<file path="config.mk">
export PLATFORM = sky130hd
export DESIGN_NAME = keypad_onehot_decoder
export DESIGN_NICKNAME = d
export VERILOG_FILES = /design/src/rtl/keypad_onehot_decoder_pkg.sv /design/src/rtl/keypad_onehot_decoder_sync.sv /design/src/rtl/keypad_onehot_decoder.sv
export SDC_FILE = /design/constraint.sdc
export NUM_CORES = 1
export LEC_CHECK = 0
export ABC_AREA = 1
export BUFFER_PORTS_ARGS = -buffer_cell sky130_fd_sc_hd__buf_2
export CAP_MARGIN = 20
export CELL_PAD_IN_SITES_DETAIL_PLACEMENT = 0
export CELL_PAD_IN_SITES_GLOBAL_PLACEMENT = 1
export CORE_ASPECT_RATIO = 0.5
export CORE_MARGIN = 2
export CORE_UTILIZATION = 40
export DETAILED_ROUTE_END_ITERATION = 7
export GPL_TIMING_DRIVEN = 0
export PLACE_DENSITY_LB_ADDON = 0.1
export SLEW_MARGIN = 20
export SYNTH_ARGS = -nofsm -noshare
export SYNTH_HDL_FRONTEND = slang
export SYNTH_HIERARCHICAL = 1
export SYNTH_SLANG_ARGS = --single-unit
</file>
<file path="constraint.sdc">
create_clock -name clk -period 8.15 [get_ports clk]
set_input_delay 1.63 -clock clk [delete_from_list [all_inputs] [get_ports clk]]
set_output_delay 1.63 -clock clk [all_outputs]
set_load 0.01 [all_outputs]
</file>
<file path="src/rtl/keypad_onehot_decoder_pkg.sv">
// Shared key map, FSM encodings and bit-count helpers for the keypad decoder.
// Map covers 16 key lines; wider key vectors treat the extra lines as unmapped.
package keypad_pkg;

    localparam int MAP_KEYS   = 16;
    localparam int MAP_CODE_W = 4;
    localparam int MAX_KEYS   = 64;

    // Element [i] is the code for key line i; concatenation lists line 15 first.
    localparam logic [MAP_KEYS-1:0][MAP_CODE_W-1:0] KEY_MAP = {
        4'd7, 4'd8, 4'd9, 4'd0,
        4'd4, 4'd5, 4'd6, 4'd0,
        4'd1, 4'd2, 4'd3, 4'd0,
        4'd0, 4'd0, 4'd0, 4'd0
    };
    localparam logic [MAP_KEYS-1:0] KEY_MAP_VLD = 16'hEEE8;

    typedef enum logic [1:0] {
        IDLE     = 2'd0,
        DEBOUNCE = 2'd1,
        PRESSED  = 2'd2,
        RELEASE  = 2'd3
    } state_t;

    function automatic logic [6:0] popcount(input logic [MAX_KEYS-1:0] v);
        logic [6:0] c;
        c = '0;
        for (int i = 0; i < MAX_KEYS; i++) begin
            c = c + 7'(v[i]);
        end
        return c;
    endfunction

    function automatic logic is_onehot(input logic [MAX_KEYS-1:0] v);
        return popcount(v) == 7'd1;
    endfunction

endpackage

</file>
<file path="src/rtl/keypad_onehot_decoder_sync.sv">
// N-bit two-flop synchroniser for asynchronous key lines; 2-cycle latency, no backpressure.
module onehot_sync_2ff #(
    parameter int W = 16
) (
    input  logic         clk,
    input  logic         rst_n,
    input  logic [W-1:0] d_in,
    output logic [W-1:0] q_out
);

    logic [W-1:0] meta_q;
    logic [W-1:0] sync_q;

    always_ff @(posedge clk or negedge rst_n) begin
        if (!rst_n) begin
            meta_q <= '0;
            sync_q <= '0;
        end else begin
            meta_q <= d_in;
            sync_q <= meta_q;
        end
    end

    assign q_out = sync_q;

endmodule

</file>
<file path="src/rtl/keypad_onehot_decoder.sv">
// Keypad front end: 2-flop sync, debounce FSM, one-hot to code map; no backpressure.
// key_valid follows 2+DEBOUNCE_CYC stable edges; KEY_REPEAT_EN adds hold auto-repeat.
module keypad_onehot_decoder
    import keypad_pkg::*;
#(
    parameter int N_KEYS       = 16,
    parameter int CODE_W       = 4,
    parameter int DEBOUNCE_CYC = 16,
    parameter int CNT_W        = 16,
    parameter int REPEAT_DLY   = 1000,
    parameter int REPEAT_PER   = 200
) (
    input  logic              clk,
    input  logic              rst_n,
    input  logic [N_KEYS-1:0] onehot_in,
    output logic [CODE_W-1:0] code_out,
    output logic              key_valid,
    output logic              key_held,
    output logic              err_multi,
    output logic [CNT_W-1:0]  press_count
);

    localparam int IDX_W = (N_KEYS > 1) ? $clog2(N_KEYS) : 1;
    localparam int DB_W  = $clog2(DEBOUNCE_CYC + 1);

    function automatic logic map_vld(input logic [IDX_W-1:0] idx);
        logic v;
        v = 1'b0;
        for (int i = 0; i < MAP_KEYS; i++) begin
            if (int'(idx) == i) v = KEY_MAP_VLD[i];
        end
        return v;
    endfunction

    function automatic logic [CODE_W-1:0] map_code(input logic [IDX_W-1:0] idx);
        logic [CODE_W-1:0] c;
        c = '0;
        for (int i = 0; i < MAP_KEYS; i++) begin
            if (int'(idx) == i) c = CODE_W'(KEY_MAP[i]);
        end
        return c;
    endfunction

    logic [N_KEYS-1:0] syn;
    logic [IDX_W-1:0]  syn_idx;
    logic [6:0]        syn_ones;
    logic              syn_single;
    logic              syn_mapped;
    logic              syn_is_cand;

    state_t            state_q, state_d;
    logic [DB_W-1:0]   cnt_q, cnt_d, cnt_inc;
    logic [IDX_W-1:0]  cand_q, cand_d;
    logic [CODE_W-1:0] code_q, code_d;
    logic              valid_q, valid_d;
    logic              held_q, held_d;
    logic              err_q, err_d;
    logic [CNT_W-1:0]  count_q, count_d;
    logic              accept;
    logic              rep_fire;

    onehot_sync_2ff #(.W(N_KEYS)) u_sync (
        .clk   (clk),
        .rst_n (rst_n),
        .d_in  (onehot_in),
        .q_out (syn)
    );

    always_comb begin
        syn_idx = '0;
        for (int i = 0; i < N_KEYS; i++) begin
            if (syn[i]) syn_idx = IDX_W'(i);
        end
    end

    assign syn_ones    = popcount(MAX_KEYS'(syn));
    assign syn_single  = is_onehot(MAX_KEYS'(syn));
    assign syn_mapped  = map_vld(syn_idx);
    assign syn_is_cand = (syn == (N_KEYS'(1) << cand_q));
    assign cnt_inc     = cnt_q + DB_W'(1);

`ifdef KEY_REPEAT_EN
    logic [31:0] hold_q, hold_d, hold_inc;
    logic        rep_q, rep_d;

    // Counter runs only while the accepted key is still held; any exit resets it.
    always_comb begin
        hold_d   = '0;
        rep_d    = 1'b0;
        rep_fire = 1'b0;
        hold_inc = hold_q + 32'd1;
        if (state_q == PRESSED && syn_is_cand) begin
            hold_d = hold_inc;
            rep_d  = rep_q;
            if (hold_inc == (rep_q ? 32'(REPEAT_PER) : 32'(REPEAT_DLY))) begin
                rep_fire = 1'b1;
                hold_d   = '0;
                rep_d    = 1'b1;
            end
        end
    end

    always_ff @(posedge clk or negedge rst_n) begin
        if (!rst_n) begin
            hold_q <= '0;
            rep_q  <= 1'b0;
        end else begin
            hold_q <= hold_d;
            rep_q  <= rep_d;
        end
    end
`else
    logic [31:0] unused_repeat_cfg;
    assign unused_repeat_cfg = 32'(REPEAT_DLY) ^ 32'(REPEAT_PER);
    assign rep_fire          = 1'b0;
`endif

    always_comb begin
        state_d = state_q;
        cnt_d   = cnt_q;
        cand_d  = cand_q;
        code_d  = code_q;
        valid_d = 1'b0;
        held_d  = held_q;
        err_d   = err_q;
        count_d = count_q;
        accept  = 1'b0;

        case (state_q)
            IDLE: begin
                if (syn_single && syn_mapped) begin
                    cand_d = syn_idx;
                    cnt_d  = DB_W'(1);
                    if (DEBOUNCE_CYC == 1) accept = 1'b1;
                    else                   state_d = DEBOUNCE;
                end else if (syn_ones > 7'd1) begin
                    err_d = 1'b1;
                end
            end
            DEBOUNCE: begin
                if (syn_is_cand) begin
                    if (cnt_inc == DB_W'(DEBOUNCE_CYC)) accept = 1'b1;
                    else                                cnt_d  = cnt_inc;
                end else begin
                    state_d = IDLE;
                    cnt_d   = '0;
                end
            end
            PRESSED: begin
                if (!syn_is_cand) begin
                    state_d = RELEASE;
                    cnt_d   = '0;
                end else if (rep_fire) begin
                    valid_d = 1'b1;
                    count_d = count_q + CNT_W'(1);
                end
            end
            RELEASE: begin
                // A different key while releasing restarts the zero run, never a new press.
                if (syn == '0) begin
                    if (cnt_inc == DB_W'(DEBOUNCE_CYC)) begin
                        state_d = IDLE;
                        held_d  = 1'b0;
                        cnt_d   = '0;
                    end else begin
                        cnt_d = cnt_inc;
                    end
                end else if (syn_is_cand) begin
                    state_d = PRESSED;
                    cnt_d   = '0;
                end else begin
                    cnt_d = '0;
                end
            end
            default: state_d = IDLE;
        endcase

        if (accept) begin
            state_d = PRESSED;
            cnt_d   = '0;
            code_d  = map_code(cand_d);
            valid_d = 1'b1;
            held_d  = 1'b1;
            err_d   = 1'b0;
            count_d = count_q + CNT_W'(1);
        end
    end

    always_ff @(posedge clk or negedge rst_n) begin
        if (!rst_n) begin
            state_q <= IDLE;
            cnt_q   <= '0;
            cand_q  <= '0;
            code_q  <= '0;
            valid_q <= 1'b0;
            held_q  <= 1'b0;
            err_q   <= 1'b0;
            count_q <= '0;
        end else begin
            state_q <= state_d;
            cnt_q   <= cnt_d;
            cand_q  <= cand_d;
            code_q  <= code_d;
            valid_q <= valid_d;
            held_q  <= held_d;
            err_q   <= err_d;
            count_q <= count_d;
        end
    end

    assign code_out    = code_q;
    assign key_valid   = valid_q;
    assign key_held    = held_q;
    assign err_multi   = err_q;
    assign press_count = count_q;

endmodule

</file>
==> flow_summary.json, run 1 <==
{
  "hold_path_class": "flip-flop to flip-flop",
  "grt_pass1_vias": 2744,
  "max_freq_mhz": 190.8,
  "crit_arrival_ns": 5.49,
  "crit_start": "u_sync/q_out[11]",
  "synth_enable_flop_cells": 0,
  "cts_root_buf": "clkbuf_16",
  "gp_congestion": 0.8522,
  "layout.cells.non_filler": 565,
  "startpoint_type": "flip-flop",
  "fp.dieArea_um2": 9542,
  "synth_cell_types": 32,
  "drt_pass1_iterations": 4,
  "route.detailed.drc": 0,
  "viasPerCell": 4.676,
  "synth_warnings": 6,
  "critPathRequiredTime_ns": 8.40,
  "async_reset_ff_frac": 1.000,
  "avgRoutedWirePerCell_um": 13.88,
  "die_height_um": 70.08,
  "reg2reg_depth": 23,
  "max_slew.worst_pin.slew_ns": 0.5135,
  "die_width_um": 136.2,
  "cts_max_level": 3,
  "cts_buffer_depth": 2,
  "fillers": 860,
  "grt_max_degree": 52,
  "p_leak_nw": 2.099,
  "insertedDiodeCount": 0,
  "nets": 480,
  "synth_area_um2": 3493,
  "ir_drop_uv": 112.8,
  "synth-seq-area-share": 0.4728,
  "antenna_found_initial": 0,
  "io_buffers": 40,
  "drt-total-wl_um": 7841,
  "clock_sinks": 66,
  "setup_viol": 0,
  "synth_nets": 428,
  "drive_gt1_frac": 0.1786,
  "fin_crit_ns": 5.240,
  "rsz0062_at_grt": "no",
  "synth_commonest_cells": "nand2_1, dfrtp_1, inv_1",
  "drtIter0Drc": 239,
  "worstSkewPairLatency_ns": 0.33,
  "r2r_start": "u_sync/q_out[11]",
  "vias": 2642,
  "slew_headroom": 0.6562,
  "cp-end-kind": "flip-flop",
  "syn_to_final_growth_pct": 19.52,
  "start_util": 0.4068,
  "numCtsBuffers": 9,
  "rows": 24,
  "tns_ns": 0,
  "finalMaxSlewViolations": 0,
  "fin_worst_skew_ns": 0.01149,
  "synth_top_area_share": 0.4728,
  "syn_area_per_cell_um2": 8.912,
  "cts_setup_buffers": 0,
  "ys_ff_latch": 66,
  "cts.repair.resized": 0,
  "ys.flop_type": "dfrtp_1",
  "power.density_nw_per_um2": 271.0,
  "worstHoldStart": "u_sync/meta_q[8]",
  "cap_violations": 0,
  "ys_top_cells_by_area": "dfrtp_1, nand2_1, xor2_1, inv_1, fa_1",
  "crit_type": "flip-flop to flip-flop",
  "grt_use_total": 0.1882,
  "synthCells": 392,
  "r2r_slack_ns": 2.91,
  "synth_top_area_cell": "dfrtp_1",
  "path_max_fanout": 8,
  "hold_violations": 0,
  "yosysMostFrequentCell": "nand2_1",
  "dp.cells": 550,
  "cts_tree": "done",
  "worstHoldPathCells": 0,
  "ios": 41,
  "post-route-period-util": 0.6430,
  "dp_hpwl_um": 5899,
  "cts.reportedPaths.clkPinSlew_ns": 0.05,
  "design.core.area_um2": 8588,
  "overflow": 0,
  "postCtsHoldBufs": 0,
  "grt_pass1_wl_um": 13560,
  "ant_nets": 0,
  "status": "finished clean"
}
sequential cells by signal (all words and copies together), names as in the netlist, 2 cells and up:
name and count:
cand_q 4, cnt_q 5, press_count 16, u_sync/q_out 16, state_q 2, code_out 4
u_sync/meta_q 16
cell type report:
class / instances / area [µm²] / share of cell area
timing repair buffer: 41 / 230.2 / 0.05514
clock buffer: 13 / 270.3 / 0.06473
multi-input combinational: 259 / 1584 / 0.3794
clock inverter: 2 / 35.03 / 0.008391
buffer: 4 / 21.27 / 0.005094
sequential: 66 / 1652 / 0.3956
tap: 117 / 146.4 / 0.03506
inverter: 63 / 236.5 / 0.05664
path summary, 6_finish.rpt:
check | to
setup / recovery | code_out[1]
hold / removal | u_sync/q_out[8]
setup reg to reg | code_out[1]
hold reg to reg | u_sync/q_out[8]
max in group asynchronous | press_count[7]
min in group asynchronous | u_sync/meta_q[6]
power breakdown:
group / total, W / internal, W / switching (W)
Combinational: 0.000362 / 0.000120 / 0.000242
Clock: 0.000396 / 0.000259 / 0.000137
Sequential: 0.000374 / 0.000354 / 0.0000200
Total: 0.00113 / 0.000733 / 0.000399
metrics by stage:
step | hold WS, ns | power (W) | util | setup slack (ns) | instance area, µm²
after floorplan | 0.3312 | 0.0006438 | - | 3.648 | 3493
after global placement | 0.3332 | 0.0007275 | 0.4471 | 2.996 | 3840
after detailed placement | 0.3347 | 0.0007404 | 0.4506 | 2.946 | 3870
after CTS | 0.3457 | 0.001140 | 0.4862 | 2.936 | 4175
after global routing | 0.3609 | 0.001227 | 0.4862 | 2.513 | 4175
final | 0.3445 | 0.001132 | 0.4862 | 2.910 | 4175
cells in the final DEF, fill, tap and decap left out:
cell | Yosys | layout
xnor2_1 | 8 | 8
o31ai_2 | 1 | 1
bufinv_16 | 0 | 1
clkbuf_1 | 1 | 2
nand2_2 | 1 | 1
nor2_4 | 1 | 1
a2111oi_0 | 1 | 1
buf_2 | 2 | 41
nor4_1 | 2 | 2
clkbuf_16 | 0 | 9
nand2_1 | 72 | 72
nand3_2 | 2 | 2
nor3_1 | 3 | 3
buf_4 | 1 | 2
nor2_2 | 6 | 6
clkbuf_8 | 0 | 3
nand3_1 | 34 | 34
inv_2 | 6 | 6
a21oi_1 | 10 | 10
or2_1 | 1 | 1
and2_2 | 1 | 1
xor2_1 | 26 | 26
o21ai_0 | 10 | 10
dfrtp_1 | 66 | 66
nor2_1 | 42 | 42
nor3_2 | 3 | 3
nand4_1 | 12 | 12
nor3_4 | 1 | 1
clkinv_2 | 0 | 1
inv_1 | 57 | 57
ha_1 | 8 | 8
buf_16 | 0 | 1
fa_1 | 10 | 10
and3_1 | 1 | 1
a211o_1 | 1 | 1
o211ai_1 | 1 | 1
a31oi_1 | 1 | 1
critical path: stages (launching register included):
cell      delay [ns]
dfrtp_1         0.41
fa_1            0.54
inv_1           0.05
fa_1            0.48
inv_1           0.05
fa_1            0.48
inv_1           0.05
fa_1            0.47
inv_1           0.04
ha_1            0.20
fa_1            0.44
nor3_1          0.19
o211ai_1        0.25
nor2_1          0.24
o21ai_0         0.12
inv_1           0.19
nand3_1         0.23
nand2_1         0.11
nand2_1         0.09
inv_1           0.14
nand2_1         0.06
nor2_1          0.14
nor2_1          0.06
a21oi_1         0.12
routing by layer:
metal	up-vias	GRT usage	part of all wire
met5	-	0	0
met4	0	0.06250	0.015
met3	11	0.06100	0.046
met2	47	0.2753	0.42
met1	1249	0.2638	0.52
li1	1335	-	-
cells by family after synthesis:
| kind of cell | count (synthesis) | synth area share |
|---|---|---|
| AND/OR/NAND/NOR | 182 | 0.2410 |
| buffers and inverters | 67 | 0.07378 |
| flip-flops | 66 | 0.4728 |
| XOR/XNOR | 34 | 0.08524 |
| AO/OA/AOI/OAI | 25 | 0.04119 |
| adder cells (fa/ha/maj) | 18 | 0.08596 |
Note: power is estimated with default switching activity, not from simulation.
==> run 2: changes to the inputs <==
--- a/config.mk
+++ b/config.mk
@@ -5,7 +5,7 @@
 export SDC_FILE = /design/constraint.sdc
 export NUM_CORES = 1
 export LEC_CHECK = 0
-export ABC_AREA = 1
+export ABC_AREA = 0
 export BUFFER_PORTS_ARGS = -buffer_cell sky130_fd_sc_hd__buf_2
 export CAP_MARGIN = 20
 export CELL_PAD_IN_SITES_DETAIL_PLACEMENT = 0
==> constraint.sdc (replaced) <==
create_clock -name clk -period 5.3 [get_ports clk]
set_input_delay 1.06 -clock clk [delete_from_list [all_inputs] [get_ports clk]]
set_output_delay 1.06 -clock clk [all_outputs]
set_load 0.01 [all_outputs]
==> flow_summary.json, run 2 <==
{
  "fin_worst_skew_ns": 0.007061,
  "syn_area_per_cell_um2": 10.46,
  "overflow": 0,
  "avgRoutedWirePerCell_um": 16.42,
  "post-route-period-util": 0.9573,
  "status": "finished clean",
  "ios": 41,
  "cp_slowest_cell": "fa_1",
  "drt_pass1_iterations": 5,
  "synthCells": 343,
  "gp_congestion": 0.8682,
  "cap_violations": 0,
  "worstHoldStart": "u_sync/meta_q[10]",
  "synth_commonest_cells": "dfrtp_1, nand2_1, nor2_1",
  "synth_cell_types": 75,
  "synth_top_area_cell": "dfrtp_1",
  "io_buffers": 40,
  "synth_area_um2": 3587,
  "die_width_um": 137.9,
  "clock_sinks": 66,
  "crit_type": "flip-flop to flip-flop",
  "grt_max_degree": 67,
  "die_height_um": 70.97,
  "slowest_delay_ns": 0.52,
  "crit_arrival_ns": 5.33,
  "syn_to_final_growth_pct": 20.96,
  "grt_pass1_vias": 2846,
  "synth_enable_flop_cells": 0,
  "reg2reg_to": "code_out[0]",
  "fillers": 826,
  "rows": 24,
  "startpoint_type": "flip-flop",
  "hold_path_class": "flip-flop to flip-flop",
  "nets": 437,
  "r2r_slack_ns": 0.23,
  "ys_ff_latch": 66,
  "whs_ns": 0.3456,
  "synth_nets": 379,
  "fin_util": 0.4983,
  "cp-end-kind": "flip-flop",
  "synth_top_area_share": 0.4604,
  "worst-path-buf-inv": 2,
  "slew_headroom": 0.4577,
  "cts.reportedPaths.clkPinSlew_ns": 0.06,
  "numCtsBuffers": 9,
  "vias": 2917,
  "ys_top_cells_by_area": "dfrtp_1, fa_1, nand2_1, ha_1, nor2_1",
  "synth_warnings": 6,
  "cts_root_buf": "clkbuf_16",
  "path_cells": "fa_1 -> fa_1 -> fa_1 -> inv_1 -> fa_1 -> inv_1 -> ha_1 -> fa_1 -> nor3_1 -> o211a_1 -> and3_4 -> nand2_4 -> a211o_4 -> a21o_1 -> or3_1 -> a21oi_1",
  "r2r_start": "u_sync/q_out[9]",
  "power.density_nw_per_um2": 391.1,
  "async_reset_ff_frac": 1.000,
  "fp.dieArea_um2": 9788,
  "max_slew.worst_pin.slew_ns": 0.8135,
  "reg2reg_depth": 16,
  "cts_buffer_depth": 2,
  "cts_max_level": 3,
  "worstSkewPairLatency_ns": 0.33,
  "finalMaxSlewViolations": 0,
  "crit_top_cell": "fa_1",
  "tns_ns": 0,
  "grt_pass1_wl_um": 14300,
  "insertedDiodeCount": 0,
  "setup_viol": 0,
  "design.core.area_um2": 8708,
  "synth-seq-area-share": 0.4604,
  "dp_hpwl_um": 6183,
  "viasPerCell": 5.577,
  "hold_violations": 0,
  "min_to": "u_sync/q_out[10]",
  "ant_nets": 0,
  "ir_drop_uv": 175.0,
  "critPathRequiredTime_ns": 5.55,
  "most-common-layout-cells": "dfrtp_1, buf_2, nand2_1",
  "worstHoldPathCells": 0,
  "yosysMostFrequentCell": "dfrtp_1",
  "dp.cells": 500,
  "route.detailed.drc": 0,
  "fin_crit_ns": 5.074,
  "max_freq_mhz": 197.1,
  "ys.flop_type": "dfrtp_1",
  "layout_commonest_cell": "dfrtp_1",
  "path_max_fanout": 7,
  "p_leak_nw": 2.042,
  "cts_tree": "done",
  "drtIter0Drc": 205,
  "grt_use_total": 0.1931,
  "layout.cells.non_filler": 523,
  "drt-total-wl_um": 8588,
  "antenna_found_initial": 0,
  "drive_gt1_frac": 0.2438,
  "start_util": 0.4119,
  "cp_top_family": "adder cells"
}
-- run 2: changes by cell type after synthesis, sizes merged, moves of 6 or more --
cell   delta
inv      -39
nand2    -45
nand3    -19
nand4     -6
nor2     -24
nor2b     +7
xor2     -19
-- run 2: metrics by stage --
step | instance area (µm²) | power [W] | setup slack [ns]
5_1_grt | 4339 | 0.001810 | -0.04977
3_5_place_dp | 3936 | 0.001097 | -0.03935
4_1_cts | 4227 | 0.001658 | 0.03250
2_1_floorplan | 3587 | 0.0009556 | 0.4721
6_report | 4339 | 0.001697 | 0.2262
3_3_place_gp | 3934 | 0.001086 | -0.03153
-- run 2: cells by family (layout without fill, tap and decap cells) --
family | count (synthesis) | in the layout | share of synthesized area
and+or+nand+nor | 138 | 138 | 0.2243
AOI/OAI and AO/OA | 67 | 67 | 0.1430
DFF | 66 | 66 | 0.4604
buffers and inverters | 35 | 98 | 0.04115
adders and majority gates | 18 | 18 | 0.08371
xor gates and xnor gates | 17 | 17 | 0.04151
muxes | 2 | 2 | 0.005929
-- run 2: worst register-to-register path: stages (launching register included) --
cell and delay, ns:
dfrtp_1 0.51, fa_1 0.51, fa_1 0.48, fa_1 0.52, inv_1 0.06, fa_1 0.47
inv_1 0.04, ha_1 0.19, fa_1 0.43, nor3_1 0.19, o211a_1 0.29, and3_4 0.24
nand2_4 0.10, a211o_4 0.34, a21o_1 0.18, or3_1 0.31, a21oi_1 0.13
-- run 2: final cells by class --
| class | count | area (µm²) | area share |
|---|---|---|---|
| Multi-Input combinational cell | 242 | 1849 | 0.4262 |
| Sequential cell | 66 | 1658 | 0.3821 |
| Clock buffer | 12 | 256.5 | 0.05911 |
| Timing Repair Buffer | 47 | 255.2 | 0.05882 |
| Tap cell | 117 | 146.4 | 0.03374 |
| Inverter | 24 | 90.09 | 0.02076 |
| Buffer | 11 | 57.56 | 0.01326 |
| Clock inverter | 4 | 26.28 | 0.006055 |
-- run 2: worst max-delay path by stage --
stage	from	to	slack, ns	depth (start not counted)
2_1_floorplan	u_sync/q_out[11]	code_out[0]	0.47	18
3_3_place_gp	u_sync/q_out[11]	code_out[0]	-0.03	18
3_5_place_dp	u_sync/q_out[11]	code_out[0]	-0.04	18
4_1_cts	u_sync/q_out[11]	code_out[0]	0.03	18
5_1_grt	u_sync/q_out[9]	code_out[0]	-0.05	16
6_report	u_sync/q_out[9]	code_out[0]	0.23	16
-- run 2: where the power goes --
group / switching, W / internal, W
clock network: 0.000209 / 0.000341
logic: 0.000340 / 0.000230
registers: 0.0000414 / 0.000537
-- run 2: repair_timing --
item | in CTS | in global routing
pin swaps | 0 | 2
setup endpoints to repair | 1 | 4
hold buffers | 0 | 0
setup buffers | 0 | 7
gates resized for setup | 2 | 16
-- run 2: per-layer routing --
metal	vias up	track usage	share of wire
li1	1343	-	-
met1	1483	0.2767	0.49
met3	8	0.07097	0.066
met2	83	0.2860	0.44
met5	-	0	0
met4	0	0.03288	0.0055
==> run 3: changes to the inputs <==
--- a/config.mk
+++ b/config.mk
@@ -13,9 +13,11 @@
 export CORE_ASPECT_RATIO = 0.5
 export CORE_MARGIN = 2
 export CORE_UTILIZATION = 40
+export CTS_BUF_LIST = sky130_fd_sc_hd__clkbuf_4
 export DETAILED_ROUTE_END_ITERATION = 7
 export GPL_TIMING_DRIVEN = 0
-export PLACE_DENSITY_LB_ADDON = 0.1
+export PLACE_DENSITY = 0.8
+export SKIP_LAST_GASP = 1
 export SLEW_MARGIN = 20
 export SYNTH_ARGS = -nofsm -noshare
 export SYNTH_HDL_FRONTEND = slang
==> flow_summary.json, run 3 (same netlist as run 2, synthesis figures left out) <==
{
  "most-common-layout-cells": "dfrtp_1, buf_2, nand2_1",
  "io_buffers": 40,
  "dp.cells": 501,
  "gp_congestion": 0.8126,
  "internal_power_w": 0.0009529,
  "ir_drop_uv": 161.3,
  "drive_gt1_frac": 0.2308,
  "swShare": 0.3644,
  "cp-end-kind": "flip-flop",
  "numCtsBuffers": 9,
  "dp_hpwl_um": 5446,
  "die_height_um": 70.97,
  "grt_max_degree": 46,
  "fin_util": 0.4825,
  "cts_root_buf": "clkbuf_4",
  "syn_to_final_growth_pct": 17.13,
  "grt_pass1_wl_um": 12780,
  "status": "finished clean",
  "top_layer": "met4",
  "clock_sinks": 66,
  "max_freq_mhz": 198.4,
  "cts.reportedPaths.clkPinSlew_ns": 0.12,
  "setup_viol": 0,
  "power.density_nw_per_um2": 356.8,
  "overflow": 0,
  "drt_pass1_iterations": 5,
  "worstHoldStart": "u_sync/meta_q[4]",
  "avgRoutedWirePerCell_um": 14.36,
  "fp.dieArea_um2": 9788,
  "fin_worst_skew_ns": 0.01966,
  "seqPwrFrac": 0.383,
  "pre_cts_ws_ns": -0.0001377,
  "postCtsHoldBufs": 0,
  "design.core.area_um2": 8708,
  "critPathRequiredTime_ns": 5.67,
  "p_sw_w": 0.0005463,
  "cts_tree": "done",
  "route.detailed.drc": 0,
  "max_slew.worst_pin.slew_ns": 0.5976,
  "post-route-period-util": 0.9508,
  "combPwrFrac": 0.356,
  "cts_max_level": 3,
  "antenna_found_initial": 0,
  "viasPerCell": 5.233,
  "tns_ns": 0,
  "drtIter0Drc": 181,
  "crit_start": "u_sync/q_out[11]",
  "cap_violations": 0,
  "r2r_start": "u_sync/q_out[11]",
  "finalWorstSetupSlack_ns": 0.2605,
  "ios": 41,
  "wl_met3_um": 352,
  "worstSkewPairLatency_ns": 0.43,
  "drt-total-wl_um": 7469,
  "start_util": 0.4119,
  "finalMaxSlewViolations": 0,
  "slew_headroom": 0.5979,
  "p_leak_nw": 1.990,
  "ant_nets": 0,
  "cts_buffer_depth": 2,
  "hold_path_class": "flip-flop to flip-flop",
  "fin_crit_ns": 5.039,
  "clock_power_share": 0.261,
  "path_max_fanout": 7,
  "insertedDiodeCount": 0,
  "crit_type": "flip-flop to flip-flop",
  "layout_commonest_cell": "dfrtp_1",
  "startpoint_type": "flip-flop",
  "rsz0062_at_grt": "no",
  "whs_ns": 0.3523,
  "nets": 434,
  "hold_violations": 0,
  "grt_pass1_vias": 2571,
  "crit_arrival_ns": 5.41,
  "met2WireLength_um": 3164,
  "layout.cells.non_filler": 520,
  "rows": 24,
  "die_width_um": 137.9,
  "vias": 2721,
  "m1WireLength_um": 3880,
  "grt_use_total": 0.1708
}
## run 3: changes by cell type in the layout (fill, tap and decap cells not counted), sizes merged
cell,before,now
clkinvlp,1,0
inv,24,26
bufinv,0,2
buf,53,50
clkbuf,17,14
## run 3: area by class of cell
class / count / area [µm²]
clock buffer: 9 / 67.56
buffer: 11 / 57.56
multi-input combinational: 242 / 1832
tap: 117 / 146.4
timing repair buffer: 44 / 252.7
fill: 837 / 4507
inverter: 24 / 90.09
clock inverter: 7 / 100.1
sequential: 66 / 1655
## run 3: worst max-delay path, cell delays in order, from the launching register on
cell     delay [ns]
dfrtp_2        0.48
fa_1           0.54
inv_1          0.05
fa_1           0.47
inv_1          0.05
fa_1           0.47
inv_1          0.05
fa_1           0.47
inv_1          0.04
ha_1           0.20
fa_1           0.45
nor3_2         0.20
o211a_1        0.22
and3_1         0.20
nand2_2        0.16
a211o_4        0.34
a21o_1         0.17
or3_1          0.30
a21oi_1        0.13
## run 3: worst paths after layout
check | cells past startpoint | slack (ns) | endpoint
min in group asynchronous | 1 | 0.51 | u_sync/meta_q[9]
setup / recovery | 18 | 0.26 | code_out[0]
hold reg to reg | 0 | 0.35 | u_sync/q_out[4]
setup reg to reg | 18 | 0.26 | code_out[0]
max in group asynchronous | 2 | 4.28 | code_out[1]
hold / removal | 0 | 0.35 | u_sync/q_out[4]
## run 3: per-layer routing
metal	up-vias	global-route usage
met1	1301	0.2513
met5	-	0
li1	1346	-
met4	0	0.06122
met2	67	0.2404
met3	7	0.04875
## run 3: what timing repair did
action | in CTS | in global routing
resized for setup | 2 | 11
setup endpoints to repair | 1 | 4
pin swaps | 0 | 3
setup buffers | 0 | 3
## run 3: metrics by stage
stage | power [W] | instance area (µm²)
after floorplan | 0.0009556 | 3587
after detailed placement | 0.001080 | 3964
after global routing | 0.001615 | 4202
after CTS | 0.001483 | 4139
after global placement | 0.001071 | 3934
final | 0.001499 | 4202
## run 3: power by group through the flow
stage,registers [W],logic [W],clock network [W]
floorplan,0.000571,0.000385,0
global placement,0.000584,0.000488,0
detailed placement,0.000584,0.000496,0
CTS,0.000574,0.000502,0.000407
global route,0.000580,0.000602,0.000433
finish,0.000575,0.000534,0.000391
